**config.mk**
```make
export PLATFORM = sky130hd
export DESIGN_NAME = enemy_spawner_flat
export DESIGN_NICKNAME = d
export VERILOG_FILES = /design/src/rtl/enemy_spawner_pkg.sv /design/src/rtl/enemy_spawner_if.sv /design/src/rtl/enemy_spawner_lfsr.sv /design/src/rtl/enemy_spawner.sv /design/src/flat_wrapper.sv
export SDC_FILE = /design/constraint.sdc
export NUM_CORES = 1
export LEC_CHECK = 0
export CORE_MARGIN = 3
export CORE_UTILIZATION = 38
export CTS_CLUSTER_SIZE = 10
export DETAILED_ROUTE_END_ITERATION = 8
export PLACE_DENSITY_LB_ADDON = 0.3
export SYNTH_ARGS = -nofsm -noshare
export SYNTH_HDL_FRONTEND = slang
export SYNTH_SLANG_ARGS = --single-unit
```
**constraint.sdc**
```tcl
create_clock -name clock -period 2 [get_ports clock]
set_input_delay 0.2 -clock clock [delete_from_list [all_inputs] [get_ports clock]]
set_output_delay 0.2 -clock clock [all_outputs]
set_load 0.02 [all_outputs]
```
**src/rtl/enemy_spawner_pkg.sv**
```systemverilog
`default_nettype none
// ============================================================================
//  Module      : enemy_spawner_pkg
//  Description : Shared grid definitions (dimensions, cell codes, coordinate
//                widths), the spawner state type and coordinate wrap helpers.
//                These grid definitions are shared with enemy_updater.
//  Config      : ENEMY_SPAWNER_CAP_EN adds the population-scan states.
//  Revision    : 1.0 - initial release
// ============================================================================
package enemy_spawner_pkg;

  localparam int GRID_W = 40;
  localparam int GRID_H = 30;
  localparam int X_W    = 6;
  localparam int Y_W    = 5;
  localparam int CELL_W = 3;

  localparam logic [CELL_W-1:0] CELL_AIR   = 3'd0;
  localparam logic [CELL_W-1:0] CELL_ENEMY = 3'd4;

`ifdef ENEMY_SPAWNER_CAP_EN
  typedef enum logic [2:0] {
    ST_WAIT, ST_PICK, ST_READ, ST_CHECK, ST_WRITE, ST_DONE,
    ST_SCAN_ADDR, ST_SCAN_READ
  } state_t;
`else
  typedef enum logic [2:0] {
    ST_WAIT, ST_PICK, ST_READ, ST_CHECK, ST_WRITE, ST_DONE
  } state_t;
`endif

  // A 6-bit raw value is at most 63, so one conditional subtraction of 40
  // always lands in 0..39; likewise 31 - 30 for rows.
  function automatic logic [X_W-1:0] wrap_x(input logic [X_W-1:0] v);
    return (v >= X_W'(GRID_W)) ? v - X_W'(GRID_W) : v;
  endfunction

  function automatic logic [Y_W-1:0] wrap_y(input logic [Y_W-1:0] v);
    return (v >= Y_W'(GRID_H)) ? v - Y_W'(GRID_H) : v;
  endfunction

endpackage
`default_nettype wire

```
**src/rtl/enemy_spawner_if.sv**
```systemverilog
`default_nettype none
// ============================================================================
//  Module      : enemy_spawner_if
//  Description : Pass handshake and grid port bundle of the enemy spawner.
//  Ports       : start, done, spawned       - pass request / completion
//                grid_x, grid_y, grid_out   - grid read address and data
//                grid_write, grid_in        - grid write strobe and data
//  Modports    : master - the spawner;  slave - controller plus grid memory
//  Revision    : 1.0 - initial release
// ============================================================================
interface enemy_spawner_if;
  import enemy_spawner_pkg::*;

  logic              start;
  logic              done;
  logic              spawned;
  logic [X_W-1:0]    grid_x;
  logic [Y_W-1:0]    grid_y;
  logic [CELL_W-1:0] grid_out;
  logic              grid_write;
  logic [CELL_W-1:0] grid_in;

  modport master (
    input  start, grid_out,
    output done, spawned, grid_x, grid_y, grid_write, grid_in
  );

  modport slave (
    output start, grid_out,
    input  done, spawned, grid_x, grid_y, grid_write, grid_in
  );

endinterface
`default_nettype wire

```
**src/rtl/enemy_spawner_lfsr.sv**
```systemverilog
`default_nettype none
// ============================================================================
//  Module      : spawn_lfsr
//  Description : Free-running 16-bit Fibonacci LFSR, taps 16,14,13,11
//                (maximal length, so a non-zero seed never reaches zero).
//  Ports       : clock, reset (sync, active-high), value[15:0]
//  Revision    : 1.0 - initial release
// ============================================================================
module spawn_lfsr #(
  parameter logic [15:0] SEED = 16'hACE1
) (
  input  logic        clock,
  input  logic        reset,
  output logic [15:0] value
);

  logic w_feedback;

  // Right-shifting form: tap n of the polynomial is bit (16 - n).
  assign w_feedback = value[0] ^ value[2] ^ value[3] ^ value[5];

  always_ff @(posedge clock) begin
    if (reset) begin
      value <= SEED;
    end else begin
      value <= {w_feedback, value[15:1]};
    end
  end

endmodule
`default_nettype wire

```
**src/rtl/enemy_spawner.sv**
```systemverilog
`default_nettype none
// ============================================================================
//  Module      : enemy_spawner
//  Description : Periodically places an enemy (cell value 4) on a random air
//                cell of the 40x30 grid. A period counter raises a sticky
//                spawn_due flag; a start request with the flag set probes up
//                to MAX_TRIES random cells and writes the first air cell.
//  Ports       : clock, reset (sync, active-high)
//                bus (enemy_spawner_if.master): start, done, spawned,
//                grid_x, grid_y, grid_out, grid_write, grid_in
//  Config      : ENEMY_SPAWNER_CAP_EN - scan the whole grid first and skip
//                the spawn when MAX_ENEMIES enemies are already present.
//  Revision    : 1.0 - initial release
// ============================================================================
module enemy_spawner
  import enemy_spawner_pkg::*;
#(
  parameter int          SPAWN_PERIOD = 5000000,
  parameter int          MAX_TRIES    = 8,
  parameter int          MAX_ENEMIES  = 8,
  parameter logic [15:0] LFSR_SEED    = 16'hACE1
) (
  input logic             clock,
  input logic             reset,
  enemy_spawner_if.master bus
);

  localparam int CNT_W = (SPAWN_PERIOD > 1) ? $clog2(SPAWN_PERIOD) : 1;
  localparam int TRY_W = $clog2(MAX_TRIES + 1);
  localparam logic [CNT_W-1:0] C_RELOAD   = CNT_W'(SPAWN_PERIOD - 1);
  localparam logic [TRY_W-1:0] C_LAST_TRY = TRY_W'(MAX_TRIES - 1);

  state_t           r_state;
  logic [CNT_W-1:0] r_cnt;
  logic             r_due;
  logic [TRY_W-1:0] r_tries;
  logic [X_W-1:0]   r_x;
  logic [Y_W-1:0]   r_y;
  logic             r_done;
  logic             r_spawned;
  logic             r_write;

  logic [15:0]      w_lfsr;
  logic             w_accept;
  logic [X_W-1:0]   w_pick_x;
  logic [Y_W-1:0]   w_pick_y;
  logic             w_lfsr_unused;

  spawn_lfsr #(.SEED(LFSR_SEED)) u_lfsr (
    .clock (clock),
    .reset (reset),
    .value (w_lfsr)
  );

  assign w_pick_x      = wrap_x(w_lfsr[5:0]);
  assign w_pick_y      = wrap_y(w_lfsr[12:8]);
  assign w_lfsr_unused = ^{w_lfsr[15:13], w_lfsr[7:6]};
  assign w_accept      = (r_state == ST_WAIT) && bus.start && r_due;

  // Period counter and sticky due flag. A fresh expiry wins over the clear
  // on the same edge so that an opportunity is never lost.
  always_ff @(posedge clock) begin
    if (reset) begin
      r_cnt <= C_RELOAD;
      r_due <= 1'b0;
    end else if (r_cnt == '0) begin
      r_cnt <= C_RELOAD;
      r_due <= 1'b1;
    end else begin
      r_cnt <= r_cnt - 1'b1;
      if (w_accept) begin
        r_due <= 1'b0;
      end
    end
  end

`ifdef ENEMY_SPAWNER_CAP_EN
  localparam int EN_W = $clog2(MAX_ENEMIES + 1);
  localparam logic [EN_W-1:0] C_CAP = EN_W'(MAX_ENEMIES);

  logic [EN_W-1:0] r_enemies;
  logic [EN_W-1:0] w_enemies_next;
  logic            w_last_cell;

  always_comb begin
    w_enemies_next = r_enemies;
    if ((bus.grid_out == CELL_ENEMY) && (r_enemies != C_CAP)) begin
      w_enemies_next = r_enemies + 1'b1;
    end
  end

  assign w_last_cell = (r_x == X_W'(GRID_W - 1)) && (r_y == Y_W'(GRID_H - 1));
`endif

  always_ff @(posedge clock) begin
    if (reset) begin
      r_state   <= ST_WAIT;
      r_tries   <= '0;
      r_x       <= '0;
      r_y       <= '0;
      r_done    <= 1'b0;
      r_spawned <= 1'b0;
      r_write   <= 1'b0;
`ifdef ENEMY_SPAWNER_CAP_EN
      r_enemies <= '0;
`endif
    end else begin
      // Pulse outputs default low; only the entering transition raises them.
      r_done    <= 1'b0;
      r_spawned <= 1'b0;
      r_write   <= 1'b0;
      case (r_state)
        ST_WAIT: begin
          if (bus.start) begin
            if (r_due) begin
              r_tries <= '0;
`ifdef ENEMY_SPAWNER_CAP_EN
              r_x       <= '0;
              r_y       <= '0;
              r_enemies <= '0;
              r_state   <= ST_SCAN_ADDR;
`else
              r_state <= ST_PICK;
`endif
            end else begin
              r_done  <= 1'b1;
              r_state <= ST_DONE;
            end
          end
        end
        ST_PICK: begin
          r_x     <= w_pick_x;
          r_y     <= w_pick_y;
          r_state <= ST_READ;
        end
        ST_READ: begin
          r_state <= ST_CHECK;
        end
        ST_CHECK: begin
          if (bus.grid_out == CELL_AIR) begin
            r_write <= 1'b1;
            r_state <= ST_WRITE;
          end else if (r_tries == C_LAST_TRY) begin
            r_done  <= 1'b1;
            r_state <= ST_DONE;
          end else begin
            r_tries <= r_tries + 1'b1;
            r_state <= ST_PICK;
          end
        end
        ST_WRITE: begin
          r_done    <= 1'b1;
          r_spawned <= 1'b1;
          r_state   <= ST_DONE;
        end
        ST_DONE: begin
          r_state <= ST_WAIT;
        end
`ifdef ENEMY_SPAWNER_CAP_EN
        ST_SCAN_ADDR: begin
          r_state <= ST_SCAN_READ;
        end
        ST_SCAN_READ: begin
          r_enemies <= w_enemies_next;
          if (w_last_cell) begin
            if (w_enemies_next == C_CAP) begin
              r_done  <= 1'b1;
              r_state <= ST_DONE;
            end else begin
              r_state <= ST_PICK;
            end
          end else begin
            if (r_x == X_W'(GRID_W - 1)) begin
              r_x <= '0;
              r_y <= r_y + 1'b1;
            end else begin
              r_x <= r_x + 1'b1;
            end
            r_state <= ST_SCAN_ADDR;
          end
        end
`endif
        default: begin
          r_state <= ST_WAIT;
        end
      endcase
    end
  end

  assign bus.done       = r_done;
  assign bus.spawned    = r_spawned;
  assign bus.grid_x     = r_x;
  assign bus.grid_y     = r_y;
  assign bus.grid_write = r_write;
  assign bus.grid_in    = r_write ? CELL_ENEMY : CELL_AIR;

endmodule
`default_nettype wire
```
**src/flat_wrapper.sv**
```systemverilog
// flat-port wrapper written by rule: the top's interface ports become plain ports
module enemy_spawner_flat import enemy_spawner_pkg::*;
#(
  parameter int          SPAWN_PERIOD = 5000000,
  parameter int          MAX_TRIES    = 8,
  parameter int          MAX_ENEMIES  = 8,
  parameter logic [15:0] LFSR_SEED    = 16'hACE1
)
  (clock, reset, bus_start, bus_grid_out, bus_done, bus_spawned, bus_grid_x, bus_grid_y, bus_grid_write, bus_grid_in);
  enemy_spawner_if bus_i ();
  input logic clock;
  input logic reset;
  input wire logic [$bits(bus_i.start)-1:0] bus_start;
  input wire logic [$bits(bus_i.grid_out)-1:0] bus_grid_out;
  output wire logic [$bits(bus_i.done)-1:0] bus_done;
  output wire logic [$bits(bus_i.spawned)-1:0] bus_spawned;
  output wire logic [$bits(bus_i.grid_x)-1:0] bus_grid_x;
  output wire logic [$bits(bus_i.grid_y)-1:0] bus_grid_y;
  output wire logic [$bits(bus_i.grid_write)-1:0] bus_grid_write;
  output wire logic [$bits(bus_i.grid_in)-1:0] bus_grid_in;
  assign bus_i.start = bus_start;
  assign bus_i.grid_out = bus_grid_out;
  assign bus_done = bus_i.done;
  assign bus_spawned = bus_i.spawned;
  assign bus_grid_x = bus_i.grid_x;
  assign bus_grid_y = bus_i.grid_y;
  assign bus_grid_write = bus_i.grid_write;
  assign bus_grid_in = bus_i.grid_in;
  enemy_spawner #(.SPAWN_PERIOD(SPAWN_PERIOD), .MAX_TRIES(MAX_TRIES), .MAX_ENEMIES(MAX_ENEMIES), .LFSR_SEED(LFSR_SEED)) u_core (.clock(clock), .reset(reset), .bus(bus_i));
endmodule
```
* Yosys cells after proc, flatten, opt, wreduce, memory -nomap -nowiden
Cells that the tools add are included.
** Storage, ports and cells
- Output and inout port bits :: 17
- Input bits :: 6
- Memories :: 0
- Bits in writable memories :: 0
- Memory bits (read-only) :: 0
- Register bits after elaboration :: 61
- Latch bits :: 0
- Word-level logic and storage cells :: 61
** Operators by class
- Reductions and logical operators :: 10
- $mul :: 0
- Multiplexer cells :: 22
- Equal/unequal tests :: 9
- Bitwise operators :: 4
- Div/mod/pow operators :: 0
- Shift operators :: 0
- Add/subtract/negate cells :: 4
- Magnitude comparators :: 2
** Operator list (number)
- $logic_not A23 Y1 :: 1
- $sub A23 B1 Y23 const B :: 1
- $mux W4 :: 4
- $mux W3 :: 5
- $pmux W3 S5 :: 1
- $mux W1 :: 8
- $pmux W4 S2 :: 1
- $eq A3 B2 Y1 const B :: 2
- $ge A6 B6 Y1 const B :: 1
- $logic_not A3 Y1 :: 2
- $mux W6 :: 1
- $ne A2 B2 Y1 const B :: 3
- $sub A6 B6 Y6 const B :: 1
- $ge A5 B5 Y1 const B :: 1
- $mux W5 :: 1
- $reduce_and A5 Y1 :: 1
- $sub A5 B5 Y5 const B :: 1
- $add A4 B1 Y4 const B :: 1
- $eq A4 B3 Y1 const B :: 1
- $reduce_bool A2 Y1 :: 2
- $reduce_or A2 Y1 :: 2
- $eq A3 B1 Y1 const B :: 1
- $eq A3 B3 Y1 const B :: 1
- $pmux W1 S3 :: 1
- other kinds (4) :: 7

* Depth between registers and ports, before layout
Gate-level depths: netlist (run 1).
- Depth in word-level cells :: 5
- Depth in mapped cells :: 7
- Mapped depth without buffers :: 6

* Hierarchy
A second synthesis (run 1) with hierarchy kept.
** Unflattened totals
- Cell total of the unflattened synthesis :: 291
- Area, all modules :: 2606.2 sq um
** Modules (own cells, without submodules)
- enemy_spawner :: times used 1, cells each 255, sequential area each 900.9 sq um, area an instance 2148.3 sq um
- spawn_lfsr :: times used 1, cells each 36, sequential area each 320.3 sq um, area an instance 457.9 sq um

* Least setup slack after synthesis (run 1)
OpenSTA, ideal clock, no wires.
- Path type :: reg2reg
- From :: reg u_core.r_cnt[15]
- To :: reg u_core.r_cnt[19]
- Setup slack :: 118 ps
- Data required time :: 1938 ps
- Buffers on the path :: 3
- Setup time :: 62 ps
- Arrival time :: 1820 ps
- Stages on the path, launching flop included :: 8
- Clock period less this slack :: 1882 ps
- Path through :: dfxtp_1 -> or3_1 -> buf_2 -> or3_1 -> buf_2 -> o41a_1 -> buf_6 -> nand3_1
** Between the ends
- Longest elaborated chain between the ends :: 2
- Elaborated cells between the ends (all ways) :: 3
- Those cells by class :: add/sub: 1; reduce/logical: 2
** RTL lines
- from (decl) :: line enemy_spawner.sv:34 : logic [CNT_W-1:0] r_cnt;
- from (signal assigned) :: line enemy_spawner.sv:70 : r_cnt <= r_cnt - 1'b1;
- parallel branches: the longest is 2 deep, another holds $sub A23 B1 Y23
Several ways; the timed one is not identified.
A chain may end at the register's enable or synchronous reset.

* Worst setup path in the final report (run 1)
- From :: reg u_core.r_cnt[15]
- To :: reg u_core.r_due
** Between the ends
- Longest elaborated chain between the ends :: 2
- Elaborated cells between the ends (all ways) :: 3
- Those cells by class :: mux: 1; reduce/logical: 2
** RTL lines
- $logic_not A23 Y1 * :: line enemy_spawner.sv:66 : end else if (r_cnt == '0) begin
- $mux W1 / $reduce_bool A2 Y1 (equally long branches)
- to (signal assigned) :: line enemy_spawner.sv:65 : r_due <= 1'b0;
- to (signal assigned) :: line enemy_spawner.sv:68 : r_due <= 1'b1;
- to (signal assigned) :: line enemy_spawner.sv:72 : r_due <= 1'b0;
- to (decl) :: line enemy_spawner.sv:35 : logic r_due;
Every way passes the cells marked *; elsewhere a longest branch is shown, timed or not.

==> results.md, run 1 <==
* Status: finished clean
* Crit path top cell by count: or3_1
* PnR Total Power at 2.694 mW
* Port buffer count at 20
* Worst r2r path cells at 4
* Hold slack at 0.4088 ns
* Fin crit share at 92.07%
* Wire length on met3 at 200 um
* Leading post-synthesis cells by cell area: dfxtp_1 49%, a21oi_1 5.0%, nand2_1 4.5%
* Net switching power at 666.9 uW
* CTS Buffer Depth at 2
* Final instance area at 2997 um^2
* Post-CTS setup repair buffer count at 0
* RePlAce Congestion at 0.7231
* Multiplexer area fraction after synthesis at 0.4012%
* Post-synth EDFFs at 0
* DP HPWL at 3.017 mm
* Final hold vios at 0
* Inserted Clock Buffers at 9
* Tightest Hold Check Type: reg -> reg
* Sw Share at 24.76%
* Area grow syn2layout at 20.11%
* R2r endpoint: u_core.r_due
* Most common cell after layout, fill and taps aside: dfxtp_1
* Clock slew at reported path FFs at 0.07 ns
* Post-Synth Simple-Gate Area at 25.83%
* Worst path depth at 4
* Sequential area share after synthesis at 48.95%
* Post-route ant nets at 0
* Cell-internal power at 2.027 mW
* Die Area at 7573 um^2
* TritonCTS clock tree: built
* Unrepaired setup endpoints after global routing: false
* DRT iter0 DRCs at 80
* Setup violators final at 0
* DR vias/cell at 5.050
* Initial Utilization at 40.69%
* Largest net degree at the start of global routing at 33
* Critical Path AT at 2.11 ns
* Max_cap viols at 0
* Synthesis Warnings at 0
* First-pass GRT wire length at 7.803 mm
* CP Max Fanout at 6
* Count of cell types in the netlist at 44
* Crit start category: flop
* Ant. Diodes at 0
* Vias in the first global route at 1714
* Synth Area in Compound Gates at 12.89%
* Data required time of the worst path at 2.27 ns
* Max IR drop VDD at 522.6 uV
* Cell Area, Placed at 2794 um^2
* Initial antenna violation count at 0
* Most frequent cells in the layout: 61 x dfxtp_1, 30 x nand2_1, 25 x a21oi_1
* Grt ovf at 0
* CTS HTree Levels at 3
* Mapped Cells at 272
* CTS sink cnt at 61
* Wire per inst at 12.01 um
* Clock power share at 39.4%
* Post-layout min period at 1.841 ns
* Metal2 WL at 2.055 mm
* Top sig layer: met4
* Worst Setup EP: u_core.r_due
* Top_reg_cell synth: dfxtp_1
* Mean post-synth cell area at 9.172 um^2
* FF-to-FF setup slack at 0.16 ns
* CTS hold repair buffers at 0
* Power Dens Cells at 898.9 nW/um^2
* Layout cell share with drive strength beyond 1 at 13.16%
* DR vias at 1914
* Post-Synth Adder-Cell Area at 2.006%
* Post-Synth XOR/XNOR Area at 5.617%
* Delay-heaviest family, CP: simple AND/OR/NAND/NOR gates
* CP max stage cell: or3_1
* Largest family of logic cells by synthesized area: simple AND/OR/NAND/NOR gates
* CP endpoint kind: flop
* Final Max Slew Viols at 0
* Final Net Count at 309
* GRT Overall Usage at 13.14%
* CP Class: reg -> reg
* Slowest stage delay, CP at 0.47 ns
* Worst Setup SP: u_core.r_cnt[15]
* Bufs and invs on worst path at 0
* DRT met1 WL at 2.203 mm
* Clock insertion delay at the later pin of the skew report at 0.34 ns
* Max frequency at 543.1 MHz
* Yosys top cell area share at 48.95%
* Worst-case clock skew at 0.006387 ns
* Reg-to-reg startpoint: u_core.r_cnt[15]
* Die X at 87.03 um
* CTS root buffer: clkbuf_8
* Final wirelength at 4.553 mm
* Cell Area, Synth at 2495 um^2
* Top cell type by total area after synthesis: dfxtp_1
* Critical Path, Cell by Cell: or3_1 -> or3_1 -> or4_1 -> a21oi_1
* Logic pwr share at 10.8%
* Static Leakage at 1.102 nW
* Die H at 87.03 um
* # rows at 28
* TritonRoute pass-1 iters at 5
* Ys async rst share at 0%
* Sequential power share at 49.8%
* I/O Pins at 23
* Core box area at 6131 um^2
* Setup TNS at 0 ns
* # DRC at 0
* Yosys reg bits at 61
## registers in the layout, summed over array words and instances (netlist names)
register               flops
u_core.bus.done            1
u_core.bus.grid_write      1
u_core.bus.grid_x          6
u_core.bus.grid_y          5
u_core.bus.spawned         1
u_core.r_cnt              23
u_core.r_due               1
u_core.r_state             3
u_core.r_tries             4
u_core.u_lfsr.value       16
## worst min path at each step
stage	start	to	slack (ns)	cells past startpoint
2_1_floorplan	reset	u_core.u_lfsr.value[4]	0.27	1
3_3_place_gp	u_core.u_lfsr.value[7]	u_core.u_lfsr.value[6]	0.39	1
3_5_place_dp	u_core.u_lfsr.value[7]	u_core.u_lfsr.value[6]	0.39	1
4_1_cts	u_core.u_lfsr.value[7]	u_core.u_lfsr.value[6]	0.41	1
5_1_grt	u_core.u_lfsr.value[6]	u_core.u_lfsr.value[5]	0.43	1
6_report	u_core.u_lfsr.value[6]	u_core.u_lfsr.value[5]	0.41	1
## per-stage QoR
stage | instances | utilization [%] | setup slack (ns)
final | 379 | 48.88 | 0.1587
after global routing | 379 | 48.88 | 0.02901
after CTS | 379 | 48.71 | 0.07187
after detailed placement | 363 | 45.57 | 0.07490
after global placement | 363 | 45.57 | 0.1376
after floorplan | 273 | - | 0.1181
## power by group through the flow
stage                     Combinational, mW  Clock (mW)  Sequential (mW)
final                                 0.291        1.06             1.34
after global routing                  0.327        1.15             1.35
after CTS                             0.295        1.09             1.34
after detailed placement              0.293           0             1.37
after global placement                0.290           0             1.37
after floorplan                       0.186           0             1.37
## synthesized netlist by cell type, drive strengths merged, types with 2 or more instances
library cell	n
a21oi	25
and3	2
and3b	2
buf	6
clkbuf	10
dfxtp	61
ha	4
inv	5
nand2	30
nand3	13
nand3b	4
nand4	4
nand4b	3
nor2	15
nor2b	7
nor3	5
nor3b	2
nor4	4
o21ai	10
o31ai	7
or2	8
or3	9
or4	6
xnor2	5
xor2	11
## final cells by class
class	count	area, um^2
inverter	6	22.52
timing repair buffer	31	282.8
multi-input combinational	190	1184
clock buffer	12	145.1
sequential	61	1221
fill	592	3134
tap	75	93.84
clock inverter	4	47.55
## per-layer routing
layer,track usage (%),up-vias
met2,20.08,25
li1,-,1007
met3,4.352,11
met5,0,-
met4,7.224,0
met1,16.24,871
## worst register-to-register path: cells and delay by family (launching register included)
kind               cells  cell delay (ns)
AOI/OAI and AO/OA      1             0.12
DFF                    1             0.35
and+or+nand+nor        3             1.31
## logic make-up after synthesis
| group | Yosys count |
|---|---|
| adders and majority gates | 4 |
| xor gates and xnor gates | 16 |
| other | 1 |
| buffers and inverters | 22 |
| DFF | 61 |
| muxes | 1 |
| and+or+nand+nor | 116 |
| AOI/OAI and AO/OA | 51 |
## repair_timing
action / in CTS / in global routing
gates resized for setup: 0 / 2
endpoints found under the setup margin: 0 / 11
hold endpoints to repair: 0 / 0
No activity file was read; power rests on OpenSTA's default activity.
==> inputs of run 2 (changes only) <==
--- a/config.mk
+++ b/config.mk
@@ -5,7 +5,7 @@
 export SDC_FILE = /design/constraint.sdc
 export NUM_CORES = 1
 export LEC_CHECK = 0
-export CORE_MARGIN = 3
+export CORE_MARGIN = 5
 export CORE_UTILIZATION = 38
 export CTS_CLUSTER_SIZE = 10
 export DETAILED_ROUTE_END_ITERATION = 8
==> results.md, run 2 (synthesis results as in run 1) <==
* Final Net Count at 309
* Initial antenna violation count at 0
* Worst path depth at 4
* CP endpoint kind: flop
* FF-to-FF setup slack at 0.12 ns
* Port buffer count at 20
* Die X at 91.03 um
* Slowest stage delay, CP at 0.53 ns
* Delay-heaviest family, CP: simple AND/OR/NAND/NOR gates
* Wire per inst at 11.76 um
* Post-layout min period at 1.882 ns
* DR vias at 1901
* CTS HTree Levels at 3
* TritonCTS clock tree: built
* R2r endpoint: u_core.r_cnt[3]
* Bufs and invs on worst path at 0
* Post-CTS setup repair buffer count at 0
* Inserted Clock Buffers at 9
* # DRC at 0
* TritonRoute pass-1 iters at 4
* Worst Setup SP: u_core.r_cnt[15]
* Static Leakage at 1.110 nW
* Max IR drop VDD at 564.8 uV
* Ant. Diodes at 0
* Die Area at 8286 um^2
* # rows at 29
* Final wirelength at 4.480 mm
* Die H at 91.03 um
* Clock slew at reported path FFs at 0.07 ns
* Final hold vios at 0
* Clock insertion delay at the later pin of the skew report at 0.33 ns
* Setup violators final at 0
* DR vias/cell at 4.990
* Initial Utilization at 39.07%
* CP Max Fanout at 11
* Final Max Slew Viols at 0
* Vias in the first global route at 1730
* Max reg flops at 23
* Status: finished clean
* Fin crit share at 94.11%
* Crit path top cell by count: or3_1
* Post-route ant nets at 0
* CTS sink cnt at 61
* DP HPWL at 3.104 mm
* Most common cell after layout, fill and taps aside: dfxtp_1
* Core box area at 6386 um^2
* Power Dens Cells at 931.8 nW/um^2
* Critical Path AT at 2.15 ns
* GRT Overall Usage at 11.62%
* Setup TNS at 0 ns
* Unrepaired setup endpoints after global routing: false
* Most flop-heavy register: u_core.r_cnt
* RePlAce Congestion at 0.7109
* Grt ovf at 0
* Max_cap viols at 0
* Data required time of the worst path at 2.27 ns
* Critical Path, Cell by Cell: or3_1 -> or3_1 -> o41a_2 -> nand3_1
* Tightest Hold Check Type: reg -> reg
* Max frequency at 531.3 MHz
* DRT iter0 DRCs at 69
* Crit start category: flop
* Worst Setup EP: u_core.r_cnt[3]
* Hold slack at 0.4097 ns
* CP Class: reg -> reg
* Area grow syn2layout at 20.71%
* CP max stage cell: o41a_2
* I/O Pins at 23
* Most frequent cells in the layout: 61 x dfxtp_1, 30 x nand2_1, 25 x a21oi_1
* Worst-case clock skew at 0.01044 ns
* First-pass GRT wire length at 7.921 mm
* Worst r2r path cells at 4
* CTS root buffer: clkbuf_8
* CTS Buffer Depth at 2
* Layout cell share with drive strength beyond 1 at 13.49%
* Hold path depth at 1
* Largest net degree at the start of global routing at 33
* Reg-to-reg startpoint: u_core.r_cnt[15]
run 2: cell types whose count changed in the layout (fill, tap and decap cells not counted), sizes merged:
cell and delta:
bufinv +1, clkbuf -2, inv +1
run 2: per-stage QoR:
step / util (%) / area (um^2) / instances / worst slack [ns] / power, mW
final: 47.16 / 3012 / 381 / 0.1178 / 2.806
after global routing: 47.16 / 3012 / 381 / 0.006234 / 2.949
after CTS: 47.14 / 3010 / 381 / 0.08137 / 2.859
after detailed placement: 43.79 / 2796 / 365 / 0.09913 / 1.663
after global placement: 43.79 / 2796 / 365 / 0.1370 / 1.659
after floorplan: - / 2499 / 273 / 0.1181 / 1.558
run 2: final cells by class:
cell class	count	area [um^2]
Sequential cell	61	1221
Clock buffer	10	127.6
Inverter	6	22.52
Timing Repair Buffer	31	282.8
Fill cell	623	3374
Multi-Input combinational cell	190	1175
Clock inverter	6	86.33
Tap cell	77	96.34
run 2: worst register-to-register path, delay by kind of cell, from the launching register on:
family	cells	cell delay [ns]
flops	1	0.35
compound gates	1	0.53
simple gates	3	0.95
run 2: repair_timing:
item                       in CTS  in global routing
hold buffers                    0                  0
gates resized for setup         0                  1
setup endpoints to repair       0                  4
run 2: worst min path at each step:
| stage | start | endpoint | slack, ns |
|---|---|---|---|
| 6_report | u_core.u_lfsr.value[6] | u_core.u_lfsr.value[5] | 0.41 |
| 2_1_floorplan | reset | u_core.u_lfsr.value[4] | 0.27 |
| 5_1_grt | u_core.u_lfsr.value[7] | u_core.u_lfsr.value[6] | 0.42 |
| 3_3_place_gp | u_core.u_lfsr.value[7] | u_core.u_lfsr.value[6] | 0.39 |
| 4_1_cts | u_core.u_lfsr.value[6] | u_core.u_lfsr.value[5] | 0.41 |
| 3_5_place_dp | u_core.u_lfsr.value[14] | u_core.u_lfsr.value[13] | 0.39 |
run 2: per-layer routing:
layer	part of all wire, %	wire length, um	vias to the layer above	GRT usage (%)
met5	0	0	-	0
met4	1.7	74	0	5.134
met3	4.9	220	7	4.959
met2	44	1963	26	17.67
met1	50	2223	865	14.31
li1	-	-	1003	-
run 2: where the power goes:
part	switching [mW]	leakage, nW	internal, mW
clock network	0.473	0.107	0.701
logic	0.152	0.504	0.139
registers	0.0603	0.499	1.28
total	0.685	1.11	2.12
